## config.mk

```make
export PLATFORM = sky130hd
export DESIGN_NAME = spi_slave_responder
export DESIGN_NICKNAME = d
export VERILOG_FILES = /design/src/rtl/spi_slave_pkg.sv /design/src/rtl/spi_byte_fifo.sv /design/src/rtl/spi_slave_responder.sv
export SDC_FILE = /design/constraint.sdc
export NUM_CORES = 1
export LEC_CHECK = 0
export CAP_MARGIN = 20
export CORE_MARGIN = 3
export CORE_UTILIZATION = 30
export DETAILED_ROUTE_END_ITERATION = 6
export PLACE_DENSITY = 0.42
export SYNTH_ARGS = -nofsm -noshare
export SYNTH_HDL_FRONTEND = slang
export SYNTH_SLANG_ARGS = --single-unit
```

## constraint.sdc

```tcl
create_clock -name clk_i -period 2.9 [get_ports clk_i]
set_input_delay 0.435 -clock clk_i [delete_from_list [all_inputs] [get_ports clk_i]]
set_output_delay 0.435 -clock clk_i [all_outputs]
set_load 0.01 [all_outputs]
```

## src/rtl/spi_slave_pkg.sv

```systemverilog
// Shared types and constants for the SPI responder slice.
package spi_slave_pkg;

  typedef enum logic [1:0] {IDLE, LOAD, SHIFT} spi_slv_state_t;

  localparam int SPI_BYTE_W = 8;

endpackage

```

## src/rtl/spi_byte_fifo.sv

```systemverilog
// Single-clock byte FIFO with registered full/empty flags and a
// combinational head read. Pointers carry one extra bit for wrap detection.
module spi_byte_fifo
  import spi_slave_pkg::*;
#(
  parameter int DEPTH = 4
) (
  input  logic                  clk_i,
  input  logic                  reset_n,
  input  logic                  i_push,
  input  logic [SPI_BYTE_W-1:0] i_wdata,
  input  logic                  i_pop,
  output logic [SPI_BYTE_W-1:0] o_rdata,
  output logic                  o_empty,
  output logic                  o_full
);

  localparam int AW = $clog2(DEPTH);

  logic [SPI_BYTE_W-1:0] r_mem [DEPTH];
  logic [AW:0]           r_wr_ptr, r_rd_ptr, w_wr_ptr_n, w_rd_ptr_n;
  logic                  r_empty, r_full, w_push_ok, w_pop_ok;

  // A push into a full FIFO is accepted only when a pop frees the slot the
  // same cycle; a pop of an empty FIFO is ignored, so push-only on empty.
  always_comb begin
    w_pop_ok   = i_pop && !r_empty;
    w_push_ok  = i_push && (!r_full || w_pop_ok);
    w_wr_ptr_n = w_push_ok ? r_wr_ptr + (AW+1)'(1) : r_wr_ptr;
    w_rd_ptr_n = w_pop_ok  ? r_rd_ptr + (AW+1)'(1) : r_rd_ptr;
  end

  // Pointer and flag registers; flags derive from the next pointers.
  always_ff @(posedge clk_i or negedge reset_n) begin
    if (!reset_n) begin
      r_wr_ptr <= '0;
      r_rd_ptr <= '0;
      r_empty  <= 1'b1;
      r_full   <= 1'b0;
    end else begin
      r_wr_ptr <= w_wr_ptr_n;
      r_rd_ptr <= w_rd_ptr_n;
      r_empty  <= (w_wr_ptr_n == w_rd_ptr_n);
      r_full   <= (w_wr_ptr_n[AW] != w_rd_ptr_n[AW]) &&
                  (w_wr_ptr_n[AW-1:0] == w_rd_ptr_n[AW-1:0]);
    end
  end

  // Storage array, cleared on reset so the head reads zero afterwards.
  always_ff @(posedge clk_i or negedge reset_n) begin
    if (!reset_n) begin
      for (int unsigned i = 0; i < DEPTH; i++) r_mem[i] <= '0;
    end else if (w_push_ok) begin
      r_mem[r_wr_ptr[AW-1:0]] <= i_wdata;
    end
  end

  assign o_rdata = r_mem[r_rd_ptr[AW-1:0]];
  assign o_empty = r_empty;
  assign o_full  = r_full;

endmodule

```

## src/rtl/spi_slave_responder.sv

```systemverilog
// SPI mode-0 responder: oversampled SPI pins, MSB-first shifting, RX/TX
// byte FIFOs with a host strobe interface and sticky overrun/underrun flags.
module spi_slave_responder
  import spi_slave_pkg::*;
#(
  parameter int                    FIFO_DEPTH = 4,
  parameter logic [SPI_BYTE_W-1:0] IDLE_BYTE  = 8'hFF
) (
  input  logic                  clk_i,
  input  logic                  reset_n,
  input  logic                  sclk_i,
  input  logic                  cs_n_i,
  input  logic                  mosi_i,
  output logic                  miso_o,
  output logic                  miso_oe_o,
  input  logic [SPI_BYTE_W-1:0] tx_wdata_i,
  input  logic                  tx_we_i,
  input  logic                  rx_re_i,
  output logic [SPI_BYTE_W-1:0] rx_rdata_o,
  output logic                  rx_empty_o,
  output logic                  rx_full_o,
  output logic                  tx_empty_o,
  output logic                  tx_full_o,
  output logic                  rx_ovr_o,
  output logic                  tx_udr_o,
  input  logic                  flag_clr_i,
  output logic                  byte_done_o
);

  localparam int CNT_W = $clog2(SPI_BYTE_W);

  spi_slv_state_t        r_state, w_state_n;
  logic [2:0]            r_sclk_sync, r_cs_sync;
  logic [1:0]            r_mosi_sync;
  logic [SPI_BYTE_W-1:0] r_tx_sr, w_tx_sr_n, r_rx_sr, w_rx_sr_n;
  logic [SPI_BYTE_W-1:0] w_rx_byte, w_tx_next, w_tx_rdata;
  logic [CNT_W-1:0]      r_bit_cnt, w_bit_cnt_n;
  logic                  r_reload, w_reload_n, r_oe, w_oe_n;
  logic                  w_tx_pop, w_rx_push, w_udr_set, w_ovr_set;
  logic                  r_byte_done, r_rx_ovr, r_tx_udr;
  logic                  w_sclk_rise, w_sclk_fall, w_cs_assert, w_cs_deassert;
  logic                  w_rx_empty, w_rx_full, w_tx_empty, w_tx_full;

  // Two-flop synchronizers; the third flop on sclk/cs feeds edge detection.
  always_ff @(posedge clk_i or negedge reset_n) begin
    if (!reset_n) begin
      r_sclk_sync <= '0;
      r_cs_sync   <= '1;
      r_mosi_sync <= '0;
    end else begin
      r_sclk_sync <= {r_sclk_sync[1:0], sclk_i};
      r_cs_sync   <= {r_cs_sync[1:0], cs_n_i};
      r_mosi_sync <= {r_mosi_sync[0], mosi_i};
    end
  end

  assign w_sclk_rise   =  r_sclk_sync[1] & ~r_sclk_sync[2];
  assign w_sclk_fall   = ~r_sclk_sync[1] &  r_sclk_sync[2];
  assign w_cs_assert   = ~r_cs_sync[1]   &  r_cs_sync[2];
  assign w_cs_deassert =  r_cs_sync[1]   & ~r_cs_sync[2];
  assign w_rx_byte     = {r_rx_sr[SPI_BYTE_W-2:0], r_mosi_sync[1]};
  assign w_tx_next     = w_tx_empty ? IDLE_BYTE : w_tx_rdata;

  // The TX load happens on the cs-assert cycle itself so MISO is valid three
  // clocks after cs_n falls; LOAD is then a single settling cycle.
  always_comb begin
    w_state_n   = r_state;
    w_tx_sr_n   = r_tx_sr;
    w_rx_sr_n   = r_rx_sr;
    w_bit_cnt_n = r_bit_cnt;
    w_reload_n  = r_reload;
    w_oe_n      = r_oe;
    w_tx_pop    = 1'b0;
    w_rx_push   = 1'b0;
    w_udr_set   = 1'b0;
    if (w_cs_deassert) begin
      w_state_n   = IDLE;
      w_oe_n      = 1'b0;
      w_bit_cnt_n = '0;
      w_reload_n  = 1'b0;
    end else begin
      unique case (r_state)
        IDLE: if (w_cs_assert) begin
          w_state_n   = LOAD;
          w_tx_sr_n   = w_tx_next;
          w_tx_pop    = !w_tx_empty;
          w_udr_set   = w_tx_empty;
          w_bit_cnt_n = '0;
          w_reload_n  = 1'b0;
          w_oe_n      = 1'b1;
        end
        LOAD: w_state_n = SHIFT;
        SHIFT: begin
          if (w_sclk_rise) begin
            w_rx_sr_n   = w_rx_byte;
            w_bit_cnt_n = r_bit_cnt + CNT_W'(1);
            if (r_bit_cnt == CNT_W'(SPI_BYTE_W - 1)) begin
              w_rx_push   = 1'b1;
              w_reload_n  = 1'b1;
              w_bit_cnt_n = '0;
            end
          end else if (w_sclk_fall) begin
            if (r_reload) begin
              w_tx_sr_n  = w_tx_next;
              w_tx_pop   = !w_tx_empty;
              w_udr_set  = w_tx_empty;
              w_reload_n = 1'b0;
            end else begin
              w_tx_sr_n = {r_tx_sr[SPI_BYTE_W-2:0], 1'b0};
            end
          end
        end
        default: w_state_n = IDLE;
      endcase
    end
  end

  // A full RX FIFO drops the byte unless the host pops in the same cycle.
  assign w_ovr_set = w_rx_push & w_rx_full & ~rx_re_i;

  // FSM state register.
  always_ff @(posedge clk_i or negedge reset_n) begin
    if (!reset_n) r_state <= IDLE;
    else          r_state <= w_state_n;
  end

  // Shift datapath, completion pulse and sticky flags (set beats clear).
  always_ff @(posedge clk_i or negedge reset_n) begin
    if (!reset_n) begin
      r_tx_sr     <= '0;
      r_rx_sr     <= '0;
      r_bit_cnt   <= '0;
      r_reload    <= 1'b0;
      r_oe        <= 1'b0;
      r_byte_done <= 1'b0;
      r_rx_ovr    <= 1'b0;
      r_tx_udr    <= 1'b0;
    end else begin
      r_tx_sr     <= w_tx_sr_n;
      r_rx_sr     <= w_rx_sr_n;
      r_bit_cnt   <= w_bit_cnt_n;
      r_reload    <= w_reload_n;
      r_oe        <= w_oe_n;
      r_byte_done <= w_rx_push;
      r_rx_ovr    <= w_ovr_set | (r_rx_ovr & ~flag_clr_i);
      r_tx_udr    <= w_udr_set | (r_tx_udr & ~flag_clr_i);
    end
  end

  spi_byte_fifo #(.DEPTH(FIFO_DEPTH)) u_tx_fifo (
    .clk_i   (clk_i),
    .reset_n (reset_n),
    .i_push  (tx_we_i),
    .i_wdata (tx_wdata_i),
    .i_pop   (w_tx_pop),
    .o_rdata (w_tx_rdata),
    .o_empty (w_tx_empty),
    .o_full  (w_tx_full)
  );

  spi_byte_fifo #(.DEPTH(FIFO_DEPTH)) u_rx_fifo (
    .clk_i   (clk_i),
    .reset_n (reset_n),
    .i_push  (w_rx_push),
    .i_wdata (w_rx_byte),
    .i_pop   (rx_re_i),
    .o_rdata (rx_rdata_o),
    .o_empty (w_rx_empty),
    .o_full  (w_rx_full)
  );

  assign miso_o      = r_oe ? r_tx_sr[SPI_BYTE_W-1] : 1'b1;
  assign miso_oe_o   = r_oe;
  assign rx_empty_o  = w_rx_empty;
  assign rx_full_o   = w_rx_full;
  assign tx_empty_o  = w_tx_empty;
  assign tx_full_o   = w_tx_full;
  assign rx_ovr_o    = r_rx_ovr;
  assign tx_udr_o    = r_tx_udr;
  assign byte_done_o = r_byte_done;

endmodule
```

Word level (Yosys, flattened, before mapping) --
Cells that the tools add are included.
Word-level totals: bits in registers 113, bits of input ports 16, output and inout bits 17, logic and storage cells 158
Cells by class: add/sub/neg operators 5, order comparisons 6, eq/ne operators 17, muxes and demuxes 56, bitwise gates (word level) 21, reduce and logical (&&, ||, !) cells 25
Operators with widths (count):
- $mux 8 | 11
- $bwmux 32 | 2
- $bmux 8 s2 | 2
- $demux 8 s2 | 2
- $mux 3 | 8
- $mux 1 | 23
- $pmux 8 s2 | 1
- $add 3x1->3 const B | 5
- $ge 3x3->1 const B | 4
- $not 2->3 | 4
- $and 1x1->1 | 8
- $logic_and 1x1->1 | 8
- $ne 2x2->1 const B | 4
- $ne 4x4->1 const B | 2
- $not 1->1 | 7
- $eq 3x3->1 | 2
- $lt 3x1->1 const B | 2
- $ne 3x3->1 const B | 2
- $pmux 1 s2 | 3
- $pmux 2 s3 | 1
- $pmux 3 s2 | 1
- $reduce_and 3->1 | 2
- $reduce_bool 2->1 | 3
- $reduce_and 5->1 | 1
- other kinds (13) | 22

Depth between registers and ports, before layout --
depth after elaboration 12, mapped depth 9, mapped depth without buffers 7

By module --
A second synthesis with hierarchy kept.
Second synthesis, totals: cell total of the unflattened synthesis 365, area total of the unflattened synthesis 5208.7 µm²
By module, submodules not included:
- spi_byte_fifo | times used 2, cells an instance 117, area an instance 1873.0 µm², seq. area each 1002.2 µm²
- spi_slave_responder | times used 1, cells an instance 131, area an instance 1462.7 µm², seq. area each 829.5 µm²

Worst setup path after synthesis --
No wires, ideal clock.
path kind register to register, from reg r_cs_sync[2], to reg u_rx_fifo.r_mem[10] (netlist name), library setup time 0.125 ns, arrival 2.012 ns, required time 2.775 ns, slack 0.763 ns, stages on the path, launching flop included 10, buffers on the path 2, period minus slack after synthesis 2.137 ns, cells stage by stage dfstp_2 inv_1 ha_1 buf_4 and4bb_1 buf_6 nand2_4 a21oi_4 nand2_4 mux2_2
Between the ends: longest elaborated chain between the ends 4
RTL lines:
- start, declared | RTL line spi_slave_responder.sv:33 | logic [2:0] r_sclk_sync, r_cs_sync;
- start signal, assigned | RTL line spi_slave_responder.sv:52 | r_cs_sync <= {r_cs_sync[1:0], cs_n_i};
- $not 1->1 | RTL line spi_slave_responder.sv:60 | assign w_cs_deassert = r_cs_sync[1] & ~r_cs_sync[2];
- $and 1x1->1 | RTL line spi_slave_responder.sv:60
- $mux 1 | RTL line spi_slave_responder.sv:76 | if (w_cs_deassert) begin
- $logic_and 1x1->1 | RTL line spi_byte_fifo.sv:28 | w_push_ok = i_push && (!r_full || w_pop_ok);
- end signal, assigned by index | RTL line spi_byte_fifo.sv:54 | r_mem[r_wr_ptr[AW-1:0]] <= i_wdata;
- end, declared | RTL line spi_byte_fifo.sv:20 | logic [SPI_BYTE_W-1:0] r_mem [DEPTH];
Every way passes these cells. A chain may end at the register's enable or synchronous reset.

Worst setup path in the final report --
from reg u_rx_fifo.r_rd_ptr[1], to out rx_rdata_o[4]
Between the ends: longest elaborated chain between the ends 4
RTL lines:
- start, declared | RTL line spi_byte_fifo.sv:21 | logic [AW:0] r_wr_ptr, r_rd_ptr, w_wr_ptr_n, w_rd_ptr_n;
- start signal, assigned | RTL line spi_byte_fifo.sv:42 | r_rd_ptr <= w_rd_ptr_n;
- $not 2->3 (not written as such) | RTL line spi_byte_fifo.sv:58 | assign o_rdata = r_mem[r_rd_ptr[AW-1:0]];
- $bmux 8 s2 | RTL line spi_byte_fifo.sv:58
- $mux 8 (not written as such) (2 in a row) | RTL line spi_byte_fifo.sv:58
- end, declared | RTL line spi_slave_responder.sv:19 | output logic [SPI_BYTE_W-1:0] rx_rdata_o,
Every way passes these cells. The select of a mux whose other input is x is not followed.

==> results.cfg <==
[synth]
syn_avg_cell_area_sq_um = 13.6
synth_edf_count = 0
synth_compound_area_frac = 0.0652
yosysSeqAreaShare = 0.543
synth_ff_type = dfrtp_1
ys_seq_elements = 113
synth_top_family_by_area = multiplexers
synth_mux_area_frac = 0.211
synth.cell_area_sq_um = 5220
yosys-top-cells-area = dfrtp_1 (52%), mux2_2 (14%), mux4_2 (6.9%), ha_1 (3.8%), dfstp_2 (2.5%)
synthDistinctLibCells = 50
postSynthCellCount = 383
ys_warn_count = 0
yosys.area.top_type = dfrtp_1
synthAdderAreaFrac = 0.0384
synth-async-reset-ratio = 1.00
yosys.area_share.simple = 0.0825
synth_nets = 415
synth_top_area_frac = 0.518
synth_xor_area_frac = 0.0321

[clock_tree]
clkSlewWorstSetupHoldPaths_ns = 0.05
post_cts_resized = 0
hold_buffers = 0
clockRootBuffer = clkbuf_16
clk_path_buf_depth = 2
cts.sinks = 113
post_cts_buffers = 0
cts-htree-levels = 4
clk_latency_ns = 0.41
tritoncts = yes
numCtsBuffers = 17

[flow_run]
maxCapViolations = 0

[sta]
rsz0062_at_grt = false
finalHoldWorstSlack_ns = 0.0399
skew_ns = 0.00965
max_freq_mhz = 417
period_needed_ns = 2.40
finalHoldViolCount = 0
worst_slack_ns = 0.504
setup_viol = 0
fin_tns_setup_ns = 0
fin_crit_sh = 0.826
maxSlewHeadroom = 0.592
tightest_slew_ns = 0.607
slew_viol_final = 0

[floorplan]
die_h_um = 138
io_pins = 33
core-area_sq_um = 16800
initial_utilization = 0.310
die_w_um = 138
dieArea_sq_um = 19000
rows = 47

[detailed_routing]
routedWlPerCell_um = 15.9
drt_iter0_markers = 75
firstDrtPassIters = 5
ant_nets = 0
viasPerCell = 4.70
via_count = 3113
drc = 0
wirelength_mm = 10.5

[cells_and_area]
design_area_sq_um = 6350
multi_input_area_sq_um = 2240
syn_to_final_growth_pct = 21.7
drive_above_1_share = 0.330
fin_nets = 462
nFillCells = 1674
seq_area_sq_um = 2830
antennaDiodeCount = 0

[pwr]
power_frac_comb = 0.280
ir_drop_uv = 504
leakagePower_nw = 2.91
intPower_mw = 4.08
pwr-share-clk = 0.323
p_seq_frac = 0.397
sw_frac_of_total = 0.307
power.net_switching_mw = 1.81
power_density_nw_per_um2 = 926

[grt]
grt_pass1_wl_mm = 17.6
grt_overflow = 0
grt_pass1_vias = 3317
antenna_found_initial = 0
groute.usage.overall = 0.125
grt_max_degree = 51

[place]
hpwl_mm = 7.18
pre_cts_slack_ns = 0.519
io_buffers = 32
place_area_sq_um = 5810
finalWeightedCongestion = 0.696

[critical_path]
worst-path-max-fanout = 10
cp-start-kind = flip-flop
setup.worst_path.class = reg -> out
worstPathArrival_ns = 1.96
cp-end-kind = output port
required_ns = 2.47

[hold_path]
hold_path_class = in -> async

[run_status]
status = completed
state kept, by name (all words and copies together), names as in the netlist, 7 cells and up:
name and cells:
u_rx_fifo.r_mem 32, u_tx_fifo.r_mem 32, r_tx_sr 8, r_rx_sr 7
kinds of logic (layout without fill, tap and decap cells):
kind of cell	count (synthesis)	in the layout
flip-flops	113	113
buffers and inverters	30	90
AND/OR/NAND/NOR	80	80
multiplexers	82	82
XOR/XNOR	15	15
AO/OA/AOI/OAI	47	47
adder cells (fa/ha/maj)	16	16
synth_stat cells (all sizes together) (7+ instances only):
cell   count
xnor2      8
ha        16
o21ai     13
nand2     40
buf        7
inv       18
nor2      19
a21oi     14
mux2      65
mux4      16
dfrtp    108
metal layers:
layer	up-vias	track usage	routed length (um)
met5	-	0	0
met4	0	0.0543	159
met3	17	0.0425	402
met2	58	0.201	5260
met1	1581	0.153	4690
li1	1457	-	-
path summary, 6_finish.rpt:
kind	from	to	slack, ns	cells after the start
setup / recovery	u_rx_fifo.r_rd_ptr[1]	rx_rdata_o[4]	0.50	2
hold / removal	reset_n	r_mosi_sync[1]	0.04	1
setup reg to reg	r_cs_sync[2]	u_rx_fifo.r_mem[18]	0.56	7
hold reg to reg	r_mosi_sync[0]	r_mosi_sync[1]	0.35	0
max in group asynchronous	reset_n	u_tx_fifo.o_empty	2.12	2
min in group clk_i	r_mosi_sync[0]	r_mosi_sync[1]	0.35	0
power groups by stage:
stage                     sequential, mW  clock (mW)  combinational, mW
after global placement              2.35           0               1.66
after CTS                           2.34        1.97               1.69
after detailed placement            2.36           0               1.68
after global routing                2.39        2.05               1.86
final                               2.33        1.90               1.65
after floorplan                     2.20           0               1.37
worst max-delay path: stages, from the launching register on:
cell	delay, ns
dfrtp_1	0.65
mux4_2	0.41
clkdlybuf4s50_1	0.50
cells in the final DEF, fill, tap and decap left out, drive strengths merged, types with 8 or more instances in the layout:
master           n
inv             18
clkbuf          17
nand2           40
dfrtp          108
clkdlybuf4s50   31
mux2            65
mux4            16
a21oi           14
nor2            19
ha              16
xnor2            8
buf              9
o21ai           13
layout make-up:
| class | instances | share of cell area |
|---|---|---|
| clock inverters | 15 | 0.0191 |
| clock buffers | 17 | 0.0669 |
| flip-flops and latches | 113 | 0.446 |
| well taps | 220 | 0.0433 |
| multi-input cells | 240 | 0.353 |
| inverters | 18 | 0.0106 |
| repair buffers | 40 | 0.0614 |
per-stage QoR:
step | power [mW] | cells | utilization
detailed placement | 4.04 | 631 | 0.345
floorplan | 3.56 | 383 | -
global placement | 4.01 | 631 | 0.345
CTS | 6.00 | 663 | 0.378
finish | 5.88 | 663 | 0.378
global route | 6.30 | 663 | 0.378
(Power assumes the default switching activity.)
